### src/rtl/product_requant_pkg.sv
// Shared widths, payload types and the round/limit arithmetic for the product requantiser.
package requant_pkg;

  localparam int PROD_W  = 32;
  localparam int OUT_W   = 16;
  localparam int SHIFT_W = 4;
  localparam int CNT_W   = 16;

  typedef logic signed [PROD_W-1:0] prod_t;
  typedef logic signed [PROD_W:0]   wide_t;
  typedef logic signed [OUT_W-1:0]  sample_t;
  typedef logic        [SHIFT_W-1:0] shift_t;
  typedef logic        [CNT_W-1:0]  count_t;

  typedef struct packed {
    wide_t value;
    logic  sat_en;
  } s1_t;

  typedef struct packed {
    sample_t sample;
    logic    sat_flag;
  } s2_t;

  localparam wide_t SAMPLE_MAX = wide_t'((2 ** (OUT_W - 1)) - 1);
  localparam wide_t SAMPLE_MIN = wide_t'(-(2 ** (OUT_W - 1)));

  // The extra MSB of wide_t absorbs the rounding bias, so the add never overflows.
  function automatic wide_t round_shift(input wide_t value, input shift_t shift);
    wide_t bias;
    wide_t sum;
    bias = (shift == '0) ? '0 : (wide_t'(1) << (shift - 1'b1));
    sum  = value + bias;
    return sum >>> shift;
  endfunction

  function automatic void limit(input wide_t value, input logic sat_en,
                                output sample_t sample, output logic flag);
    flag = (value > SAMPLE_MAX) || (value < SAMPLE_MIN);
    if (sat_en && flag)
      sample = (value < 0) ? sample_t'(SAMPLE_MIN[OUT_W-1:0]) : sample_t'(SAMPLE_MAX[OUT_W-1:0]);
    else
      sample = value[OUT_W-1:0];
  endfunction

endpackage

### src/rtl/product_requant_if.sv
// Product-in / sample-out stream bundle plus saturation statistics.
interface requant_if;
  import requant_pkg::*;

  prod_t   prod_i;
  shift_t  shift_i;
  logic    sat_en_i;
  logic    prod_valid_i;
  logic    prod_ready_o;
  sample_t out_o;
  logic    sat_flag_o;
  logic    out_valid_o;
  logic    out_ready_i;
  count_t  sat_count_o;
  logic    clr_count_i;

  modport master (
    output prod_i, shift_i, sat_en_i, prod_valid_i, out_ready_i, clr_count_i,
    input  prod_ready_o, out_o, sat_flag_o, out_valid_o, sat_count_o
  );

  modport slave (
    input  prod_i, shift_i, sat_en_i, prod_valid_i, out_ready_i, clr_count_i,
    output prod_ready_o, out_o, sat_flag_o, out_valid_o, sat_count_o
  );
endinterface

### src/rtl/product_requant_rs_stage.sv
// Generic valid/ready register slice; ready is combinational from the downstream ready.
module rs_stage #(
  parameter type T = logic
) (
  input  logic clk,
  input  logic rst_n,
  input  logic in_valid,
  output logic in_ready,
  input  T     in_data,
  output logic out_valid,
  input  logic out_ready,
  output T     out_data
);

  assign in_ready = !out_valid || out_ready;

  // Payload only moves on a real beat so outputs stay quiet while idle.
  always_ff @(posedge clk or negedge rst_n) begin
    if (!rst_n) begin
      out_valid <= 1'b0;
      out_data  <= '0;
    end else if (in_ready) begin
      out_valid <= in_valid;
      if (in_valid)
        out_data <= in_data;
    end
  end

endmodule

### src/rtl/product_requant.sv
// Two-stage round/limit pipeline from the 32-bit multiplier product to 16-bit audio samples.
module product_requant
  import requant_pkg::*;
#(
  parameter int PROD_W  = requant_pkg::PROD_W,
  parameter int OUT_W   = requant_pkg::OUT_W,
  parameter int SHIFT_W = requant_pkg::SHIFT_W,
  parameter int CNT_W   = requant_pkg::CNT_W
) (
  input logic      clk_i,
  input logic      rst_ni,
  requant_if.slave bus
);

  if (PROD_W != requant_pkg::PROD_W || OUT_W != requant_pkg::OUT_W ||
      SHIFT_W != requant_pkg::SHIFT_W || CNT_W != requant_pkg::CNT_W) begin : g_param_check
    $error("product_requant parameters must match requant_pkg");
  end

  s1_t     s1_in, s1_data;
  s2_t     s2_in, s2_data;
  logic    s1_valid, s2_ready, s2_valid;
  sample_t lim_sample;
  logic    lim_flag;
  count_t  sat_count;

  assign s1_in.value  = round_shift(wide_t'(bus.prod_i), bus.shift_i);
  assign s1_in.sat_en = bus.sat_en_i;

  rs_stage #(.T(s1_t)) u_s1 (
    .clk       (clk_i),
    .rst_n     (rst_ni),
    .in_valid  (bus.prod_valid_i),
    .in_ready  (bus.prod_ready_o),
    .in_data   (s1_in),
    .out_valid (s1_valid),
    .out_ready (s2_ready),
    .out_data  (s1_data)
  );

  always_comb begin
    lim_sample = '0;
    lim_flag   = 1'b0;
    limit(s1_data.value, s1_data.sat_en, lim_sample, lim_flag);
  end

  assign s2_in.sample   = lim_sample;
  assign s2_in.sat_flag = lim_flag;

  rs_stage #(.T(s2_t)) u_s2 (
    .clk       (clk_i),
    .rst_n     (rst_ni),
    .in_valid  (s1_valid),
    .in_ready  (s2_ready),
    .in_data   (s2_in),
    .out_valid (s2_valid),
    .out_ready (bus.out_ready_i),
    .out_data  (s2_data)
  );

  // Counts only delivered out-of-range beats; clear beats a same-cycle hit.
  always_ff @(posedge clk_i or negedge rst_ni) begin
    if (!rst_ni)
      sat_count <= '0;
    else if (bus.clr_count_i)
      sat_count <= '0;
    else if (s2_valid && bus.out_ready_i && s2_data.sat_flag && sat_count != '1)
      sat_count <= sat_count + 1'b1;
  end

  assign bus.out_o       = s2_data.sample;
  assign bus.sat_flag_o  = s2_data.sat_flag;
  assign bus.out_valid_o = s2_valid;
  assign bus.sat_count_o = sat_count;

endmodule

### src/flat_wrapper.sv
// flat-port wrapper written by rule: the top's interface ports become plain ports
module product_requant_flat import requant_pkg::*;
#(
  parameter int PROD_W  = requant_pkg::PROD_W,
  parameter int OUT_W   = requant_pkg::OUT_W,
  parameter int SHIFT_W = requant_pkg::SHIFT_W,
  parameter int CNT_W   = requant_pkg::CNT_W
)
  (clk_i, rst_ni, bus_prod_i, bus_shift_i, bus_sat_en_i, bus_prod_valid_i, bus_out_ready_i, bus_clr_count_i, bus_prod_ready_o, bus_out_o, bus_sat_flag_o, bus_out_valid_o, bus_sat_count_o);
  requant_if bus_i ();
  input logic clk_i;
  input logic rst_ni;
  input wire logic [$bits(bus_i.prod_i)-1:0] bus_prod_i;
  input wire logic [$bits(bus_i.shift_i)-1:0] bus_shift_i;
  input wire logic [$bits(bus_i.sat_en_i)-1:0] bus_sat_en_i;
  input wire logic [$bits(bus_i.prod_valid_i)-1:0] bus_prod_valid_i;
  input wire logic [$bits(bus_i.out_ready_i)-1:0] bus_out_ready_i;
  input wire logic [$bits(bus_i.clr_count_i)-1:0] bus_clr_count_i;
  output wire logic [$bits(bus_i.prod_ready_o)-1:0] bus_prod_ready_o;
  output wire logic [$bits(bus_i.out_o)-1:0] bus_out_o;
  output wire logic [$bits(bus_i.sat_flag_o)-1:0] bus_sat_flag_o;
  output wire logic [$bits(bus_i.out_valid_o)-1:0] bus_out_valid_o;
  output wire logic [$bits(bus_i.sat_count_o)-1:0] bus_sat_count_o;
  assign bus_i.prod_i = bus_prod_i;
  assign bus_i.shift_i = bus_shift_i;
  assign bus_i.sat_en_i = bus_sat_en_i;
  assign bus_i.prod_valid_i = bus_prod_valid_i;
  assign bus_i.out_ready_i = bus_out_ready_i;
  assign bus_i.clr_count_i = bus_clr_count_i;
  assign bus_prod_ready_o = bus_i.prod_ready_o;
  assign bus_out_o = bus_i.out_o;
  assign bus_sat_flag_o = bus_i.sat_flag_o;
  assign bus_out_valid_o = bus_i.out_valid_o;
  assign bus_sat_count_o = bus_i.sat_count_o;
  product_requant #(.PROD_W(PROD_W), .OUT_W(OUT_W), .SHIFT_W(SHIFT_W), .CNT_W(CNT_W)) u_core (.clk_i(clk_i), .rst_ni(rst_ni), .bus(bus_i));
endmodule
### config.mk
export PLATFORM = sky130hd
export DESIGN_NAME = product_requant_flat
export DESIGN_NICKNAME = d
export VERILOG_FILES = /design/src/rtl/product_requant_pkg.sv /design/src/rtl/product_requant_if.sv /design/src/rtl/product_requant_rs_stage.sv /design/src/rtl/product_requant.sv /design/src/flat_wrapper.sv
export SDC_FILE = /design/constraint.sdc
export NUM_CORES = 1
export LEC_CHECK = 0
export ABC_AREA = 1
export CORE_MARGIN = 2
export CORE_UTILIZATION = 35
export CTS_CLUSTER_DIAMETER = 200
export DETAILED_ROUTE_END_ITERATION = 10
export GPL_ROUTABILITY_DRIVEN = 0
export SYNTH_ARGS = -nofsm -noshare
export SYNTH_HDL_FRONTEND = slang
export SYNTH_SLANG_ARGS = --single-unit
### constraint.sdc
create_clock -name clk_i -period 2.1 [get_ports clk_i]
set_clock_uncertainty 0.1 [all_clocks]
set_input_delay 0.21 -clock clk_i [delete_from_list [all_inputs] [get_ports clk_i]]
set_output_delay 0.21 -clock clk_i [all_outputs]
set_load 0.005 [all_outputs]
==> results.txt, run 1 <==
----------------------------------------------------
[Logic synthesis]
  Share of the yosys chip area belonging to registers ... 0.277
  Netlist Area Pre-Place ... 6220 um^2
  Net Count, Synth ... approximately 1100
  Mean area per synthesized cell ... about 5.9 um^2
  Ys Warns ... 0
  Dominant cell type by area after synthesis ... sky130_fd_sc_hd__dfrtp_1
  Gate count of the mapped netlist ... 1046
  Fraction of synthesized cell area taken by the top area cell type ... 0.277
  Synth top area cells ... sky130_fd_sc_hd__dfrtp_1, sky130_fd_sc_hd__nand2_1, sky130_fd_sc_hd__nand3_1
  Number of distinct library cells after synthesis ... 38
  Flip-flop and latch count after synthesis ... approximately 70

[Setup path]
  Number of buffers and inverters on the critical path ... 4
  Worst path most repeated cell ... sky130_fd_sc_hd__nand2_2
  Cell count of the worst reg-to-reg path ... 11
  Signal arrival time at the worst endpoint ... around 2.5 ns
  Launching point of the worst reg2reg path ... u_core.bus.sat_count_o[1]
  Cell-by-cell trace of the critical path ... buf_12 > clkinv_8 > nor2_4 > inv_4 > nor2_2 > ha_2 > fa_2 > buf_6 > nand3_4 > nand2_4 > nand3_2 > nand3b_1 > nand2_2 > nand2_2 > nand2_2 > nand3_2 > nand3_4 > nand2_2 > nand2_2 > nand3_2 > nand3_2 > nand2_1
  Critical-path cell with the highest stage delay ... sky130_fd_sc_hd__fa_2
  Critical path endpoint category ... flop
  End of the worst register-to-register path ... u_core.bus.sat_count_o[14]
  Required time at the worst-slack endpoint ... 2.23 ns
  Class of the most critical setup path ... primary input to flop
  Peak fanout along the critical path ... 4
  Startpoint class of the critical path ... primary input
  Worst Setup SP ... bus_shift_i[0]
  Endpoint of the worst setup timing path ... u_core.u_s1.out_data[15]
  Critical path depth in cells ... 22
  Gate family responsible for the most delay along the worst path ... simple AND/OR/NAND/NOR gates
  Worst stage delay on the critical path ... a little under 0.4 ns
  Worst reg-to-reg setup slack ... around 0.11 ns

[STA]
  Slew Viols, Final ... 0
  Final WS setup ... -0.255 ns
  Period Utilization, post-route ... 1.12
  Setup repair after global routing missed its margin ... yes
  Time the worst path needs with I/O delays and setup ... between 2 and 2.5 ns
  Hold violation count in the final report ... 0
  Worst slew slack as a fraction of its limit ... 0.663
  Fmax ... 425 MHz
  Total setup violations reported at the end of the flow ... 32
  Hold slack ... 0.325 ns
  Least-Margin Pin Slew ... a little over 0.5 ns

[Job]
  Count of max-cap constraint violations ... 0

[Floorplanning]
  X dimension of the die ... roughly 140 um
  Die Footprint ... around 19000 um^2
  Num ports ... a little under 80
  Area inside the core boundary ... around 17000 um^2
  Overall die height ... approximately 140 um
  Row count ... 48
  Effective utilization at floorplan ... 0.359

[Route]
  Drt pass-1 iters ... 5
  Via count ... around 7400
  Routed WL ... slightly above 20000 um
  Number of vias per cell ... just over 5
  Number of DRC markers in iteration 0 ... around 420
  Final ANT Viol Nets ... 0
  WL per Instance ... approximately 14 um
  Total DRC errors in the routed layout ... 0

[Clock tree]
  Clock latency of the later-clocked register in the worst-skew pair ... ~0.33 ns
  Cts bufs inserted ... 9
  Root Buffer ... sky130_fd_sc_hd__clkbuf_16
  Clk slew on worst S/H paths ... approximately 0.050 ns
  Maximum clock insertion buffer count ... 2
  Number of sinks on the clock net ... 69
  TritonCTS clock tree ... done
  Clock H-tree levels ... 3

[Pwr]
  Peak supply drop ... 0.557 mV
  Leakage power total ... approximately 0.0048 uW
  PD cells ... between 500 and 600 nW/um^2
  Overall power of the completed layout ... 5240 uW

[Global routing]
  Vias in the first global route ... 6843
  Initial antenna violation count ... 0
  Aggregate global routing overflow ... 0
  Overall global routing resource usage ... 0.219
  Pin count of the biggest net entering global routing ... 70
  First-pass GRT wire length ... about 33000 um

[Run status]
  Violations in the final reports ... setup timing
  Run status ... finished with violations

[Layout]
  # nets final ... about 1300
  Fraction of layout instances using a drive strength above 1 ... 0.368
  Area growth from synthesis to final layout ... 59.4%
  Count of antenna diodes in the layout ... 0

[Placement]
  Count of buffers inserted at the top-level ports ... between 70 and 80
  Detailed placer's ending HPWL ... approximately 15000 um

[Hold path]
  Path class of the lowest-slack min-delay path ... primary input to async pin

----------------------------------------------------
## synth_stat cells, drive strengths merged
master and number:
xnor2 4, fa 1, nand2 336, o21bai 1, nor4 4, clkinv 2
a21o 1, nor2 89, a21oi 46, a31oi 3, inv 113, nor3 14
and2 5, o21ai 21, ha 17, nand4 15, xor2 6, a211oi 5
dfrtp 69, a22o 1, conb 1, buf 23, clkbuf 13, a21boi 1
nand3b 6, and3 1, o211ai 2, or2 4, nand3 242
## per-stage QoR
step                      std cells   util  setup TNS [ns]  area [um^2]  setup slack [ns]
final                          1433  0.571           -6.22         9920            -0.255
after global routing           1433  0.571          -10.40         9920            -0.371
after CTS                      1433  0.528           -4.66         9160            -0.186
after detailed placement       1410  0.462          -38.44         8030             -1.25
after global placement         1410  0.462          -39.26         8030             -1.29
after floorplan                1046      -          -13.62         6360            -0.470
## cells by family after synthesis
logic type / synth area share
AND/OR/NAND/NOR: 0.506
buffers and inverters: 0.0943
AO/OA/AOI/OAI: 0.0704
flip-flops: 0.277
adder cells (fa/ha/maj): 0.0374
XOR/XNOR: 0.0141
other: 0.000603
## metal layers
metal	track usage	wire, um	vias to the layer above
met5	0	0	-
met1	0.309	9960	3417
met3	0.0199	712	26
met2	0.355	9500	179
li1	-	-	3742
met4	0.0653	369	0
## registers in the layout, summed over array words and instances (netlist names)
register,count
u_core.u_s2.out_data,17
u_core.u_s2.out_valid,1
u_core.bus.sat_count_o,16
u_core.u_s1.out_valid,1
u_core.u_s1.out_data,34
## area by class of cell
cell class	instances	area [um^2]
clock buffers	12	267
clock inverters	4	45.0
fillers	1655	7440
inverters	115	464
multi-input cells	826	5500
flip-flops and latches	69	1730
well taps	225	282
repair buffers	182	1640
## cells in the final DEF (no fill, tap or decap), types with 4 or more instances in the layout
cell type | netlist | final
sky130_fd_sc_hd__nand2_1 | 328 | 256
sky130_fd_sc_hd__nand3_2 | 1 | 139
sky130_fd_sc_hd__buf_4 | 1 | 98
sky130_fd_sc_hd__buf_6 | 0 | 6
sky130_fd_sc_hd__nand3b_1 | 6 | 6
sky130_fd_sc_hd__nor3_1 | 13 | 8
sky130_fd_sc_hd__nand2_2 | 8 | 59
sky130_fd_sc_hd__dlymetal6s2s_1 | 0 | 5
sky130_fd_sc_hd__o21ai_1 | 1 | 6
sky130_fd_sc_hd__dfrtp_1 | 69 | 69
sky130_fd_sc_hd__nand4_1 | 15 | 15
sky130_fd_sc_hd__nand3_1 | 241 | 94
sky130_fd_sc_hd__o21ai_0 | 20 | 14
sky130_fd_sc_hd__buf_12 | 0 | 5
sky130_fd_sc_hd__clkdlybuf4s50_1 | 0 | 64
sky130_fd_sc_hd__a21oi_1 | 46 | 34
sky130_fd_sc_hd__nand3_4 | 0 | 9
sky130_fd_sc_hd__inv_2 | 1 | 5
sky130_fd_sc_hd__clkbuf_16 | 0 | 9
sky130_fd_sc_hd__nor2_4 | 0 | 17
sky130_fd_sc_hd__a21oi_2 | 0 | 10
sky130_fd_sc_hd__nor2_1 | 83 | 51
sky130_fd_sc_hd__and2_1 | 5 | 4
sky130_fd_sc_hd__ha_4 | 0 | 14
sky130_fd_sc_hd__nand2_4 | 0 | 21
sky130_fd_sc_hd__nor3_2 | 1 | 5
sky130_fd_sc_hd__nor4_1 | 4 | 4
sky130_fd_sc_hd__nor2_2 | 6 | 21
sky130_fd_sc_hd__a211oi_1 | 5 | 4
sky130_fd_sc_hd__inv_1 | 112 | 105
## what timing repair did
action                                  4_1_cts  5_1_grt
resized for setup                           194      179
hold endpoints to repair                     69        0
pin swaps                                    74       98
endpoints found under the setup margin       33       43
setup buffers                                 7        1
gates cloned                                  0        0
hold buffers                                  1        0
## worst min path at each step
stage | endpoint | slack [ns] | cells past startpoint | startpoint
5_1_grt | u_core.u_s1.out_data[0] | 0.38 | 3 | bus_sat_en_i
3_5_place_dp | u_core.u_s2.out_data[3] | 0.16 | 2 | rst_ni
4_1_cts | u_core.u_s2.out_data[3] | 0.35 | 3 | rst_ni
3_3_place_gp | u_core.u_s2.out_data[3] | 0.16 | 2 | rst_ni
6_report | u_core.u_s2.out_data[3] | 0.33 | 3 | rst_ni
2_1_floorplan | u_core.bus.sat_count_o[0] | -0.19 | 0 | rst_ni
## worst register-to-register path, cell delays in order (launching register included)
cell                       delay, ns
sky130_fd_sc_hd__dfrtp_1        0.37
sky130_fd_sc_hd__ha_1           0.18
sky130_fd_sc_hd__nand2_1        0.09
sky130_fd_sc_hd__nor2_1         0.11
sky130_fd_sc_hd__nand2_1        0.11
sky130_fd_sc_hd__nor3_4         0.18
sky130_fd_sc_hd__a21o_1         0.21
sky130_fd_sc_hd__nand2_2        0.12
sky130_fd_sc_hd__nand3_1        0.14
sky130_fd_sc_hd__nor2_2         0.06
sky130_fd_sc_hd__a21oi_1        0.16
sky130_fd_sc_hd__a211oi_2       0.05
## where the power goes
part	internal [uW]	switching, uW
clock	1010	540
sequential	1580	157
combinational	898	1050
No activity file was read; power rests on OpenSTA's default activity.
==> run 2: changes to the inputs <==
- CORE_MARGIN: 2 -> 3
- HOLD_SLACK_MARGIN: not set -> 0.05
==> run 2 against run 1 <==
The run still ends with setup timing left. Worst setup slack better by 0.022 ns. Via count increased by 2.3%. Fmax rose by 0.95%. First-iteration DRC count shrank 5.0%. Critical path type unchanged.
==> results.txt, run 2 (same netlist as run 1, synthesis figures left out) <==
----------------------------------------------------
[STA]
  Final WS setup ... -0.232 ns
  Final-layout setup total negative slack ... -5.84 ns
  Hold violation count in the final report ... 0
  Time the worst path needs with I/O delays and setup ... between 2 and 2.5 ns
  Fmax ... 429 MHz
  Hold slack ... 0.284 ns
  Least-Margin Pin Slew ... roughly 0.5 ns
  Slew Viols, Final ... 0
  Worst slew slack as a fraction of its limit ... 0.662
  Period Utilization, post-route ... 1.11
  Total setup violations reported at the end of the flow ... 32
  Setup repair after global routing missed its margin ... yes

[Global routing]
  M3 GR Usage ... 0.0254
  Overall global routing resource usage ... 0.212
  Vias in the first global route ... around 7300
  Pin count of the biggest net entering global routing ... 40
  Most crowded layer after global routing ... met2
  Met2 track demand over resource in global routing ... 0.350
  First-pass GRT wire length ... roughly 35000 um
  Aggregate global routing overflow ... 0
  Initial antenna violation count ... 0
  Met1 capacity usage during global routing ... 0.293

[Run status]
  Run status ... finished with violations
  Violations in the final reports ... setup timing

[Layout]
  Number of standard cells in the layout, taps in and fillers out ... approximately 1500
  Fraction of layout instances using a drive strength above 1 ... 0.359
  Sequential cell area ... approximately 1700 um^2
  Fill count ... between 1500 and 2000
  Count of antenna diodes in the layout ... 0
  Largest register FFs ... 34
  Commonest non-fill, non-tap cell in the layout ... sky130_fd_sc_hd__nand2_1
  Reg with most FFs ... u_core.u_s1.out_data
  Area growth from synthesis to final layout ... 60.6%
  Highest-count cells in the layout ignoring fill and taps ... sky130_fd_sc_hd__nand2_1, sky130_fd_sc_hd__nand3_2, sky130_fd_sc_hd__buf_4, sky130_fd_sc_hd__nand3_1, sky130_fd_sc_hd__inv_1
  Multi-input gate area in the final layout ... ~5400 um^2
  # nets final ... roughly 1300

[Placement]
  Count of buffers inserted at the top-level ports ... 76
  Detailed placer's ending HPWL ... roughly 16000 um
  Instance count after placement with tap cells included ... around 1400

[Setup path]
  Critical-path cell with the highest stage delay ... sky130_fd_sc_hd__fa_2
  Cell count of the worst reg-to-reg path ... 11
  Cell-by-cell trace of the critical path ... buf_12 > inv_8 > nor2_4 > inv_4 > nor2_2 > ha_2 > fa_2 > nand3_2 > nand2_4 > nand3_2 > nand3b_1 > or2_4 > nand3_4 > nand3_2 > nand3_2 > nand3_2 > o211ai_1 > nand2_1
  Gate family responsible for the most delay along the worst path ... simple AND/OR/NAND/NOR gates
  Class of the most critical setup path ... primary input to flop
  Worst Setup SP ... bus_shift_i[0]
  Launching point of the worst reg2reg path ... u_core.bus.sat_count_o[0]
  Worst stage delay on the critical path ... between 0.4 and 0.5 ns
  Required time at the worst-slack endpoint ... ~2.2 ns
  Number of buffers and inverters on the critical path ... 3
  Worst reg-to-reg setup slack ... ~0.11 ns
  End of the worst register-to-register path ... u_core.bus.sat_count_o[8]
  Worst path most repeated cell ... sky130_fd_sc_hd__nand3_2
  Signal arrival time at the worst endpoint ... 2.44 ns
  Peak fanout along the critical path ... 4
  Startpoint class of the critical path ... primary input
  Critical path endpoint category ... flop

[Hold path]
  Path class of the lowest-slack min-delay path ... primary input to async pin

[Route]
  Via count ... between 7000 and 8000
  Total DRC errors in the routed layout ... 0
  Final ANT Viol Nets ... 0
  Number of vias per cell ... 5.18
  Drt pass-1 iters ... 4
  Routed WL ... roughly 21000 um
  Number of DRC markers in iteration 0 ... 397
  WL per Instance ... 14.6 um

[Clock tree]
  Root Buffer ... sky130_fd_sc_hd__clkbuf_16
  Maximum clock insertion buffer count ... 2
  TritonCTS clock tree ... done
  Cts bufs inserted ... 9
  Number of sinks on the clock net ... between 60 and 70
  Clock latency of the later-clocked register in the worst-skew pair ... between 0.3 and 0.4 ns
  Clock H-tree levels ... 3
  Clk slew on worst S/H paths ... approximately 0.050 ns

[Floorplanning]
  Effective utilization at floorplan ... 0.359
  Row count ... 48
  Area inside the core boundary ... about 17000 um^2
  Overall die height ... 139 um
  X dimension of the die ... approximately 140 um
  Die Footprint ... 19400 um^2
  Num ports ... 77

[Pwr]
  Overall power of the completed layout ... between 5000 and 6000 uW
  PD cells ... around 520 nW/um^2
  Peak supply drop ... between 0.8 and 0.9 mV
  Leakage power total ... 0.00487 uW

[Job]
  Count of max-cap constraint violations ... 0

----------------------------------------------------
## run 2: cell types whose count changed in the layout (fill, tap and decap cells not counted), sizes merged, moves of 2 or more
cell / before / now
buf: 110 / 132
clkdlybuf4s50: 64 / 61
clkinv: 7 / 5
dlymetal6s2s: 5 / 7
## run 2: how the worst max path moves through the flow
stage,end,cells after the start,slack [ns]
final,u_core.u_s1.out_data[3],18,-0.23
after global routing,u_core.u_s1.out_data[8],20,-0.42
after CTS,u_core.u_s1.out_data[20],21,-0.20
after detailed placement,u_core.u_s1.out_data[19],20,-1.26
after global placement,u_core.u_s1.out_data[19],20,-1.22
after floorplan,u_core.u_s1.out_data[26],23,-0.47
## run 2: metal layers
layer,part of all wire,up-vias
met2,0.48,174
met3,0.035,27
met4,0.018,0
met1,0.47,3543
li1,-,3786
met5,0,-
## run 2: timing repair
item,CTS,global route
setup endpoints to repair,34,36
hold buffers,1,0
gates resized for setup,217,139
endpoints found under the hold margin,18,0
buffers inserted,14,6
pin swaps,101,82
## run 2: metrics by stage
stage          cell area (um^2)  setup slack [ns]  utilization
2_1_floorplan              6360            -0.470            -
3_3_place_gp               8090             -1.22        0.466
3_5_place_dp               8090             -1.26        0.466
4_1_cts                    9340            -0.202        0.538
5_1_grt                    9990            -0.423        0.576
6_report                   9990            -0.232        0.576
## run 2: layout make-up
| class | instances | share of cell area |
|---|---|---|
| well taps | 225 | 0.0282 |
| multi-input cells | 826 | 0.541 |
| flip-flops and latches | 69 | 0.173 |
| repair buffers | 204 | 0.183 |
| inverters | 115 | 0.0460 |
| clock inverters | 4 | 0.00476 |
| clock buffers | 12 | 0.0247 |
## run 2: worst register-to-register path, delay by kind of cell (launching register included)
| family | cells | cell delay (ns) |
|---|---|---|
| fa+ha+maj | 1 | 0.21 |
| flops | 1 | 0.38 |
| simple gates | 7 | 0.76 |
| compound gates | 3 | 0.45 |
## run 2: power breakdown
group | switching, uW | total [uW] | internal, uW
Clock | 533 | 1480 | 947
Sequential | 151 | 1730 | 1580
Combinational | 1060 | 1980 | 920
